===== src/rtl/div_pkg.sv =====
// Shared definitions for the divide / HI-LO sequencing stage.
//   state_t    : FSM states of div_hilo_ctrl (IDLE -> RUN -> FIX -> IDLE)
//   DIV_CYCLES : default operand width, which is also the restoring-divide step count
package div_pkg;

    localparam int unsigned DIV_CYCLES = 32;

    typedef enum logic [1:0] {
        ST_IDLE = 2'd0,
        ST_RUN  = 2'd1,
        ST_FIX  = 2'd2
    } state_t;

endpackage


===== src/rtl/hilo_regs.sv =====
// Architectural HI/LO registers.
//   clk, reset          : clock, synchronous active-high reset (clears HI and LO)
//   commit              : divide-result write (takes priority over MTHI/MTLO)
//   commit_hi/commit_lo : remainder / quotient written on commit
//   mt_hi/mt_lo         : MTHI / MTLO write enables (already qualified by the caller)
//   mt_data             : MTHI / MTLO write data
//   hi/lo               : register contents
module hilo_regs #(
    parameter int unsigned DATA_W = 32
) (
    input  logic              clk,
    input  logic              reset,
    input  logic              commit,
    input  logic [DATA_W-1:0] commit_hi,
    input  logic [DATA_W-1:0] commit_lo,
    input  logic              mt_hi,
    input  logic              mt_lo,
    input  logic [DATA_W-1:0] mt_data,
    output logic [DATA_W-1:0] hi,
    output logic [DATA_W-1:0] lo
);

    always_ff @(posedge clk) begin
        if (reset) begin
            hi <= '0;
            lo <= '0;
        end else if (commit) begin
            hi <= commit_hi;
            lo <= commit_lo;
        end else begin
            if (mt_hi) hi <= mt_data;
            if (mt_lo) lo <= mt_data;
        end
    end

endmodule


===== src/rtl/div_hilo_ctrl.sv =====
// Divide sequencing stage: accepts DIV/DIVU, runs a DATA_W-step restoring divide on
// operand magnitudes, applies MIPS sign rules and commits into HI/LO.
//   clk, reset         : clock, synchronous active-high reset
//   div_start          : request pulse (sampled only when idle)
//   div_unsigned       : 1 = DIVU, 0 = DIV
//   rs_val / rt_val    : dividend / divisor
//   mt_hi/mt_lo/mt_data: MTHI / MTLO writes (accepted only when idle)
//   busy               : divide in progress
//   done               : one-cycle pulse at divide completion or zero-divisor abort
//   div_zero           : one-cycle pulse when the divisor was zero
//   hi / lo            : remainder / quotient registers
module div_hilo_ctrl
    import div_pkg::*;
#(
    parameter int unsigned DATA_W = DIV_CYCLES
) (
    input  logic              clk,
    input  logic              reset,
    input  logic              div_start,
    input  logic              div_unsigned,
    input  logic [DATA_W-1:0] rs_val,
    input  logic [DATA_W-1:0] rt_val,
    input  logic              mt_hi,
    input  logic              mt_lo,
    input  logic [DATA_W-1:0] mt_data,
    output logic              busy,
    output logic              done,
    output logic              div_zero,
    output logic [DATA_W-1:0] hi,
    output logic [DATA_W-1:0] lo
);

    localparam int unsigned          CNT_W = $clog2(DATA_W);
    localparam logic [CNT_W-1:0]     LAST  = CNT_W'(DATA_W - 1);

    state_t            state;
    logic [CNT_W-1:0]  cnt;
    logic [DATA_W-1:0] rem;
    logic [DATA_W-1:0] quo;
    logic [DATA_W-1:0] dvs;
    logic              q_neg;
    logic              r_neg;

    logic [DATA_W-1:0] rs_mag;
    logic [DATA_W-1:0] rt_mag;
    logic [DATA_W:0]   sh;
    logic [DATA_W:0]   diff;
    logic [DATA_W-1:0] res_hi;
    logic [DATA_W-1:0] res_lo;
    logic              commit;
    logic              mt_hi_en;
    logic              mt_lo_en;

    always_comb begin
        rs_mag = (!div_unsigned && rs_val[DATA_W-1]) ? -rs_val : rs_val;
        rt_mag = (!div_unsigned && rt_val[DATA_W-1]) ? -rt_val : rt_val;
        // One restoring step: shift next dividend bit into the partial remainder and
        // try to subtract; the extra top bit of diff is the borrow.
        sh     = {rem, quo[DATA_W-1]};
        diff   = sh - {1'b0, dvs};
        res_lo = q_neg ? -quo : quo;
        res_hi = r_neg ? -rem : rem;
        commit   = (state == ST_FIX);
        mt_hi_en = mt_hi && (state == ST_IDLE);
        mt_lo_en = mt_lo && (state == ST_IDLE);
    end

    always_ff @(posedge clk) begin
        if (reset) begin
            state    <= ST_IDLE;
            cnt      <= '0;
            rem      <= '0;
            quo      <= '0;
            dvs      <= '0;
            q_neg    <= 1'b0;
            r_neg    <= 1'b0;
            busy     <= 1'b0;
            done     <= 1'b0;
            div_zero <= 1'b0;
        end else begin
            done     <= 1'b0;
            div_zero <= 1'b0;
            unique case (state)
                ST_IDLE: begin
                    if (div_start) begin
                        if (rt_val == '0) begin
                            done     <= 1'b1;
                            div_zero <= 1'b1;
                        end else begin
                            quo   <= rs_mag;
                            dvs   <= rt_mag;
                            rem   <= '0;
                            cnt   <= '0;
                            q_neg <= !div_unsigned && (rs_val[DATA_W-1] ^ rt_val[DATA_W-1]);
                            r_neg <= !div_unsigned && rs_val[DATA_W-1];
                            busy  <= 1'b1;
                            state <= ST_RUN;
                        end
                    end
                end
                ST_RUN: begin
                    // When the subtraction borrows, sh < dvs so it fits in DATA_W bits.
                    if (!diff[DATA_W]) begin
                        rem <= diff[DATA_W-1:0];
                        quo <= {quo[DATA_W-2:0], 1'b1};
                    end else begin
                        rem <= sh[DATA_W-1:0];
                        quo <= {quo[DATA_W-2:0], 1'b0};
                    end
                    cnt <= cnt + 1'b1;
                    if (cnt == LAST) state <= ST_FIX;
                end
                ST_FIX: begin
                    busy  <= 1'b0;
                    done  <= 1'b1;
                    state <= ST_IDLE;
                end
                default: state <= ST_IDLE;
            endcase
        end
    end

    hilo_regs #(.DATA_W(DATA_W)) u_hilo (
        .clk       (clk),
        .reset     (reset),
        .commit    (commit),
        .commit_hi (res_hi),
        .commit_lo (res_lo),
        .mt_hi     (mt_hi_en),
        .mt_lo     (mt_lo_en),
        .mt_data   (mt_data),
        .hi        (hi),
        .lo        (lo)
    );

endmodule


===== config.mk =====
export PLATFORM = sky130hd
export DESIGN_NAME = div_hilo_ctrl
export DESIGN_NICKNAME = d
export VERILOG_FILES = /design/src/rtl/div_pkg.sv /design/src/rtl/hilo_regs.sv /design/src/rtl/div_hilo_ctrl.sv
export SDC_FILE = /design/constraint.sdc
export NUM_CORES = 1
export LEC_CHECK = 0
export ABC_AREA = 1
export CAP_MARGIN = 20
export CORE_ASPECT_RATIO = 1.2
export CORE_MARGIN = 2
export CORE_UTILIZATION = 57
export DETAILED_ROUTE_END_ITERATION = 10
export PLACE_DENSITY = 0.9
export SLEW_MARGIN = 20
export SYNTH_ARGS = -nofsm -noshare
export SYNTH_HDL_FRONTEND = slang
export SYNTH_SLANG_ARGS = --single-unit

===== constraint.sdc =====
create_clock -name clk -period 2.5 [get_ports clk]
set_input_delay 0.5 -clock clk [delete_from_list [all_inputs] [get_ports clk]]
set_output_delay 0.5 -clock clk [all_outputs]
set_load 0.005 [all_outputs]

==> results.yml, run 1 <==
run_status:
  status: "completed"
route:
  drtPass1Iterations: 7
  drc_errors: 0
  drtIter0Drc: 1777
  ant_nets: 0
  vias: 16086
  via_per_inst: 5.85
  drt-total-wl_um: 50100
  wl_per_cell_um: 18.2
placed_design:
  gp_congestion: 1.07
  portBuffers: 168
  numPlacedInstances: 2717
  hpwl_um: 39600
pwr:
  peakVddDrop_v: 0.000437
  p_per_area_nw_per_um2: 723
  power.leakage_nw: 7.88
sta:
  finalSetupViolCount: 0
  hold_violations: 0
  fin_crit_ns: 2.42
  max_freq_mhz: 414
  final_max_slew_viol_count: 0
  holdWs_ns: 0.470
  finalCritPeriodShare_pct: 96.6
  skew_ns: 0.0125
  max_slew_margin_pct: 47.1
  tightest_slew_ns: 0.793
grt:
  grt_antenna_before_repair: 0
  grt_usage_pct: 40.9
  gr-total-overflow: 0
  grt_max_degree: 70
  grt_pass1_wl_um: 78000
  grt_pass1_vias: 14965
job:
  drv_cap: 0
die:
  pin_count: 169
  dieHeight_um: 170
  fp.coreArea_sq_um: 22500
  fp.dieW_um: 143
  dieArea_sq_um: 24300
  start_util_pct: 58.3
  rows: 60
final_layout:
  fin_nets: 2598
  drive_gt1_share_pct: 10.1
  multi_input_area_sq_um: 8280
  seq_area_sq_um: 3450
  instances_no_fill: 2748
  n_antenna_cell: 0
  area_growth_syn_to_layout_pct: 26.6
  n_fill_cell: 1873
yosys:
  ys_ff_latch: 172
  syn_area_sq_um: 13100
  synth_cell_types: 48
  syn_inst: 2227
  ys_seq_area_share_pct: 26.2
  syn-num-nets: 2368
  yosys_warnings: 0
  synth.avg_cell_area_sq_um: 5.90
critical_path:
  arrival_ns: 2.70
  cp_max_fo: 12
  end_kind: "flop"
  worstPathRequired_ns: 2.78
  crit_type: "reg2reg"
  startpoint_type: "flop"
cts:
  h-tree-depth: 4
  clk-insertion-delay-late_ns: 0.44
  clock-sinks: 172
  cts_tree: "yes"
  post_cts_buffers: 0
  ctsLongestPathBuffers: 2
  cts_buffers: 17
  clockRootBuffer: "clkbuf_16"
  clk_pin_slew_worst_paths_ns: 0.07
  holdBufCountCts: 0
worst_hold_path:
  min_path_type: "reg2reg"
[metal layers]
| layer | track usage (%) | wire (um) |
|---|---|---|
| met1 | 46.4 | 18100 |
| met2 | 73.2 | 24700 |
| met3 | 4.98 | 3880 |
| met4 | 24.4 | 3430 |
| met5 | 0 | 0 |
[final timing paths]
path                          end                start  depth (start not counted)  slack, ns
max          rem[22]$_SDFFE_PP0P_  dvs[8]$_SDFFE_PP0P_                         16       0.08
min             busy$_SDFFE_PP0P_    busy$_SDFFE_PP0P_                          2       0.47
max reg2reg  rem[22]$_SDFFE_PP0P_  dvs[8]$_SDFFE_PP0P_                         16       0.08
min reg2reg     busy$_SDFFE_PP0P_    busy$_SDFFE_PP0P_                          2       0.47
[cell families after synthesis]
family	after synthesis	synth area share [%]
and+or+nand+nor	1126	36.5
AOI/OAI and AO/OA	441	18.0
buffers and inverters	390	11.6
DFF	172	26.2
xor gates and xnor gates	59	3.94
adders and majority gates	39	3.77
[timing repair]
action / CTS / global route
setup endpoints to repair: 9 / 33
pin swaps: 0 / 3
resized for setup: 2 / 29
[layout make-up]
class	instances	share of cell area [%]
Sequential cell	172	20.8
Timing Repair Buffer	296	16.9
Inverter	305	6.90
Clock inverter	14	0.949
Multi-Input combinational cell	1665	49.9
Tap cell	279	2.10
Clock buffer	17	2.56
[layout by cell type (no fill, tap or decap), types with 5 or more instances in the layout]
cell type,netlist,final
a21oi_1,184,182
a22oi_1,6,6
a31oi_1,49,49
buf_12,0,13
buf_4,7,115
clkbuf_16,0,17
clkdlybuf4s50_1,0,167
dfxtp_1,172,164
dfxtp_2,0,8
ha_1,38,33
inv_1,284,281
inv_2,18,21
nand2_1,585,581
nand2_2,8,11
nand2_4,5,6
nand3_1,218,217
nand3b_1,12,12
nand4_1,18,18
nor2_1,229,224
nor2_2,9,12
nor3_1,18,17
o211ai_1,6,6
o21ai_0,165,165
o21ai_1,8,8
o21bai_1,5,5
o22ai_1,6,6
or2_2,8,8
xnor2_1,22,22
xor2_1,37,37
[per-stage QoR]
| step | setup TNS (ns) | setup slack [ns] | power, mW | cell area (sq um) | util [%] |
|---|---|---|---|---|---|
| after floorplan | 0 | 0.253 | 6.87 | 13100 | - |
| after global placement | -0.597 | -0.0858 | 8.95 | 15900 | 70.7 |
| after detailed placement | -2.76 | -0.130 | 9.04 | 15900 | 70.7 |
| after CTS | 0 | 0.00709 | 11.8 | 16500 | 73.3 |
| after global routing | -0.00424 | -0.00424 | 12.7 | 16600 | 73.8 |
| final | 0 | 0.0843 | 12.0 | 16600 | 73.8 |
[flip-flops by register name (all words and copies together) (netlist names)]
register,count
dvs,32
busy,1
done,1
r_neg,1
div_zero,1
quo,32
rem,32
cnt,5
state,2
u_hilo.lo,32
q_neg,1
u_hilo.hi,32
[Yosys cell counts, drive strengths merged]
cell    instances  area share, %
o22ai           6           0.29
clkinv          3          0.095
and3            2          0.095
nor3b           1          0.057
a31oi          49            2.3
a21oi         186            7.2
nand2         598             18
nor4            3           0.14
and2            2          0.095
o21a            2           0.11
o21ai         174            6.7
buf            29            1.3
o31ai           3           0.17
ha             38            3.6
nand3b         12           0.69
nor2          240            7.1
inv           302            8.6
a211oi          2           0.11
or2             9           0.43
nand3         221            8.6
xor2           37            2.5
clkbuf         56            1.6
nor3           20           0.84
a22oi           6           0.34
xnor2          22            1.5
nand4          18           0.86
dfxtp         172             26
fa              1           0.15
a21o            2           0.11
o21bai          5           0.29
o211ai          6           0.34
[report_power, final]
group	internal (mW)	total, mW	switching [mW]	leakage (nW)
Combinational	2.28	6.05	3.77	6.17
Clock	1.49	2.72	1.23	0.288
Sequential	2.99	3.25	0.253	1.42
Total	6.77	12.0	5.25	7.88
[worst max-delay path, stage by stage (launching register included)]
cell	delay, ns
dfxtp_1	0.47
inv_1	0.08
ha_1	0.35
nand2_1	0.15
nor2_4	0.15
inv_2	0.04
nor2_2	0.09
nand2_1	0.07
nand2_2	0.10
nand2_4	0.09
nand2_4	0.08
nand2_4	0.07
nand2_4	0.12
buf_12	0.14
nand2_1	0.07
nand3_1	0.10
a21oi_1	0.08
(Power assumes the default switching activity.)
==> run 2, diff against run 1 <==
--- a/config.mk
+++ b/config.mk
@@ -9,10 +9,11 @@
 export CAP_MARGIN = 20
 export CORE_ASPECT_RATIO = 1.2
 export CORE_MARGIN = 2
-export CORE_UTILIZATION = 57
+export CORE_UTILIZATION = 25
 export DETAILED_ROUTE_END_ITERATION = 10
-export PLACE_DENSITY = 0.9
+export PLACE_DENSITY = 0.5
 export SLEW_MARGIN = 20
 export SYNTH_ARGS = -nofsm -noshare
 export SYNTH_HDL_FRONTEND = slang
+export SYNTH_HIERARCHICAL = 1
 export SYNTH_SLANG_ARGS = --single-unit
==> results.yml, run 2 <==
run_status:
  status: "completed"
final_layout:
  mostFrequentLayoutCells: "nand2_1, inv_1, nand3_1, buf_4, dfxtp_1"
  area_growth_syn_to_layout_pct: 34.3
  final_common_cell: "nand2_1"
  drive_gt1_share_pct: 13.0
  n_antenna_cell: 0
  postLayoutCellArea_sq_um: 18300
  n_fill_cell: 5981
  fin_nets: 2758
critical_path:
  crit_path_end: "rem[16]$_SDFFE_PP0P_"
  worstPathRequired_ns: 2.87
  reg2reg_depth: 18
  arrival_ns: 2.76
  rr_startpoint: "quo[31]$_SDFFE_PP0P_"
  startpoint_type: "flop"
  critPathLaunch: "quo[31]$_SDFFE_PP0P_"
  r2r_slack_ns: 0.11
  end_kind: "flop"
  cp_max_fo: 6
  crit_type: "reg2reg"
  r2r_end: "rem[16]$_SDFFE_PP0P_"
cts:
  ctsLongestPathBuffers: 2
  cts_tree: "yes"
  clk-insertion-delay-late_ns: 0.45
  clock-sinks: 172
  holdBufCountCts: 0
  clk_pin_slew_worst_paths_ns: 0.07
  cts_buffers: 17
  clockRootBuffer: "clkbuf_16"
  h-tree-depth: 4
yosys:
  synth_common_cells: "nand2_1, inv_1, nand3_1"
  ys_ff_latch: 172
  synth_ff_type: "dfxtp_1"
  yosys_warnings: 6
  ys_top_cells_by_area: "dfxtp_1, nand2_1, nand3_1, inv_1, xor2_1"
  async_flop_share_pct: 0
  ys_seq_area_share_pct: 25.3
  syn_area_sq_um: 13600
  synth_top_cell_by_area: "dfxtp_1"
  synth.avg_cell_area_sq_um: 5.90
  netlist.area_leader.share_pct: 25.3
  synth_cell_types: 46
  syn-num-nets: 2452
  synth_edf_count: 0
  yosysMostFrequentCell: "nand2_1"
  syn_inst: 2311
sta:
  finalSetupViolCount: 0
  final_max_slew_viol_count: 0
  max_freq_mhz: 418
  hold_violations: 0
  setup-tns-final_ns: 0
  tightest_slew_ns: 0.723
  fin_crit_ns: 2.39
  finalCritPeriodShare_pct: 95.7
  skew_ns: 0.0128
  max_slew_margin_pct: 51.7
die:
  fp.coreArea_sq_um: 53800
  dieHeight_um: 260
  rows: 93
  dieArea_sq_um: 56400
  fp.dieW_um: 217
  start_util_pct: 25.4
  pin_count: 169
grt:
  use_met1_pct: 24.0
  grt_pass1_vias: 15048
  gr-total-overflow: 0
  grt_usage_pct: 19.6
  grt_antenna_before_repair: 0
  grt_util_met2_pct: 35.6
  use_met3_pct: 2.14
  grt_max_degree: 67
  grt_pass1_wl_um: 85400
  grt-busiest-layer: "met2"
route:
  wl_per_cell_um: 16.9
  drtPass1Iterations: 6
  drc_errors: 0
  vias: 15561
  drtIter0Drc: 915
  via_per_inst: 4.66
  drt-total-wl_um: 56600
  ant_nets: 0
placed_design:
  portBuffers: 168
  postPlaceCellArea_sq_um: 17500
  hpwl_um: 46900
  gp_congestion: 0.926
pwr:
  power.leakage_nw: 8.98
  peakVddDrop_v: 0.00113
  p_per_area_nw_per_um2: 1370
job:
  drv_cap: 0
worst_hold_path:
  min_path_type: "reg2reg"
## run 2: worst min path at each step
stage / from / to / slack, ns / cells after the start
2_1_floorplan: dvs[0]$_SDFFE_PP0P_ / dvs[0]$_SDFFE_PP0P_ / 0.43 / 2
3_3_place_gp: quo[1]$_SDFFE_PP0P_ / quo[1]$_SDFFE_PP0P_ / 0.45 / 2
3_5_place_dp: quo[1]$_SDFFE_PP0P_ / quo[1]$_SDFFE_PP0P_ / 0.46 / 2
4_1_cts: quo[1]$_SDFFE_PP0P_ / quo[1]$_SDFFE_PP0P_ / 0.47 / 2
5_1_grt: quo[1]$_SDFFE_PP0P_ / quo[1]$_SDFFE_PP0P_ / 0.50 / 2
6_report: quo[1]$_SDFFE_PP0P_ / quo[1]$_SDFFE_PP0P_ / 0.47 / 2
## run 2: critical path: stages (launching register included)
cell	delay (ns)
dfxtp_2	0.36
inv_2	0.06
ha_4	0.17
fa_2	0.37
inv_2	0.07
nand2_1	0.05
nand2_2	0.10
nand3_4	0.07
nand2_4	0.12
nand2_4	0.06
nand2_4	0.10
nand2_8	0.08
nand2_4	0.08
buf_6	0.11
nand2_8	0.06
buf_12	0.15
nand3_2	0.07
nand3_2	0.08
a21oi_2	0.16
## run 2: cell type report
cell class              instances  area, sq um  area share, %
clock inverters                14          140          0.766
well taps                     712          891           4.87
inverters                     378         1420           7.75
repair buffers                376         3420           18.7
multi-input cells            1672         8560           46.8
clock buffers                  18          429           2.34
flip-flops and latches        172         3440           18.8
## run 2: timing repair
item	in CTS	in global routing
setup buffers	0	4
endpoints found under the setup margin	34	45
hold endpoints to repair	0	0
resized for setup	5	39
pin swaps	1	17
## run 2: logic make-up (layout without fill, tap and decap cells)
family                   Yosys count  count (layout)  share of synthesized area [%]
AND/OR/NAND/NOR                 1262            1262                           40.2
buffers and inverters            467             786                           13.5
AO/OA/AOI/OAI                    275             275                           11.3
flip-flops                       172             172                           25.3
XOR/XNOR                          96              96                           6.17
adder cells (fa/ha/maj)           39              39                           3.64
## run 2: power by group
group	switching (mW)	total (mW)	internal, mW
combinational	11.6	18.7	7.09
sequential	0.497	3.68	3.18
clock	1.26	2.65	1.39
## run 2: per-stage QoR
step           utilization [%]  setup WS, ns  cells  hold WS, ns  total power [mW]
3_5_place_dp              32.6       -0.0800   3306        0.462              21.4
3_3_place_gp              32.5       -0.0415   3306        0.451              21.4
2_1_floorplan                -         0.346   2311        0.432              14.9
4_1_cts                   33.7       0.00898   3338        0.473              24.3
6_report                  34.0         0.108   3342        0.472              25.0
5_1_grt                   34.0       -0.0127   3342        0.496              27.2
## run 2: metal layers
| layer | wire (um) | vias to the layer above |
|---|---|---|
| li1 | - | 7928 |
| met1 | 24600 | 7221 |
| met2 | 28200 | 352 |
| met3 | 2040 | 60 |
| met4 | 1720 | 0 |
| met5 | 0 | - |
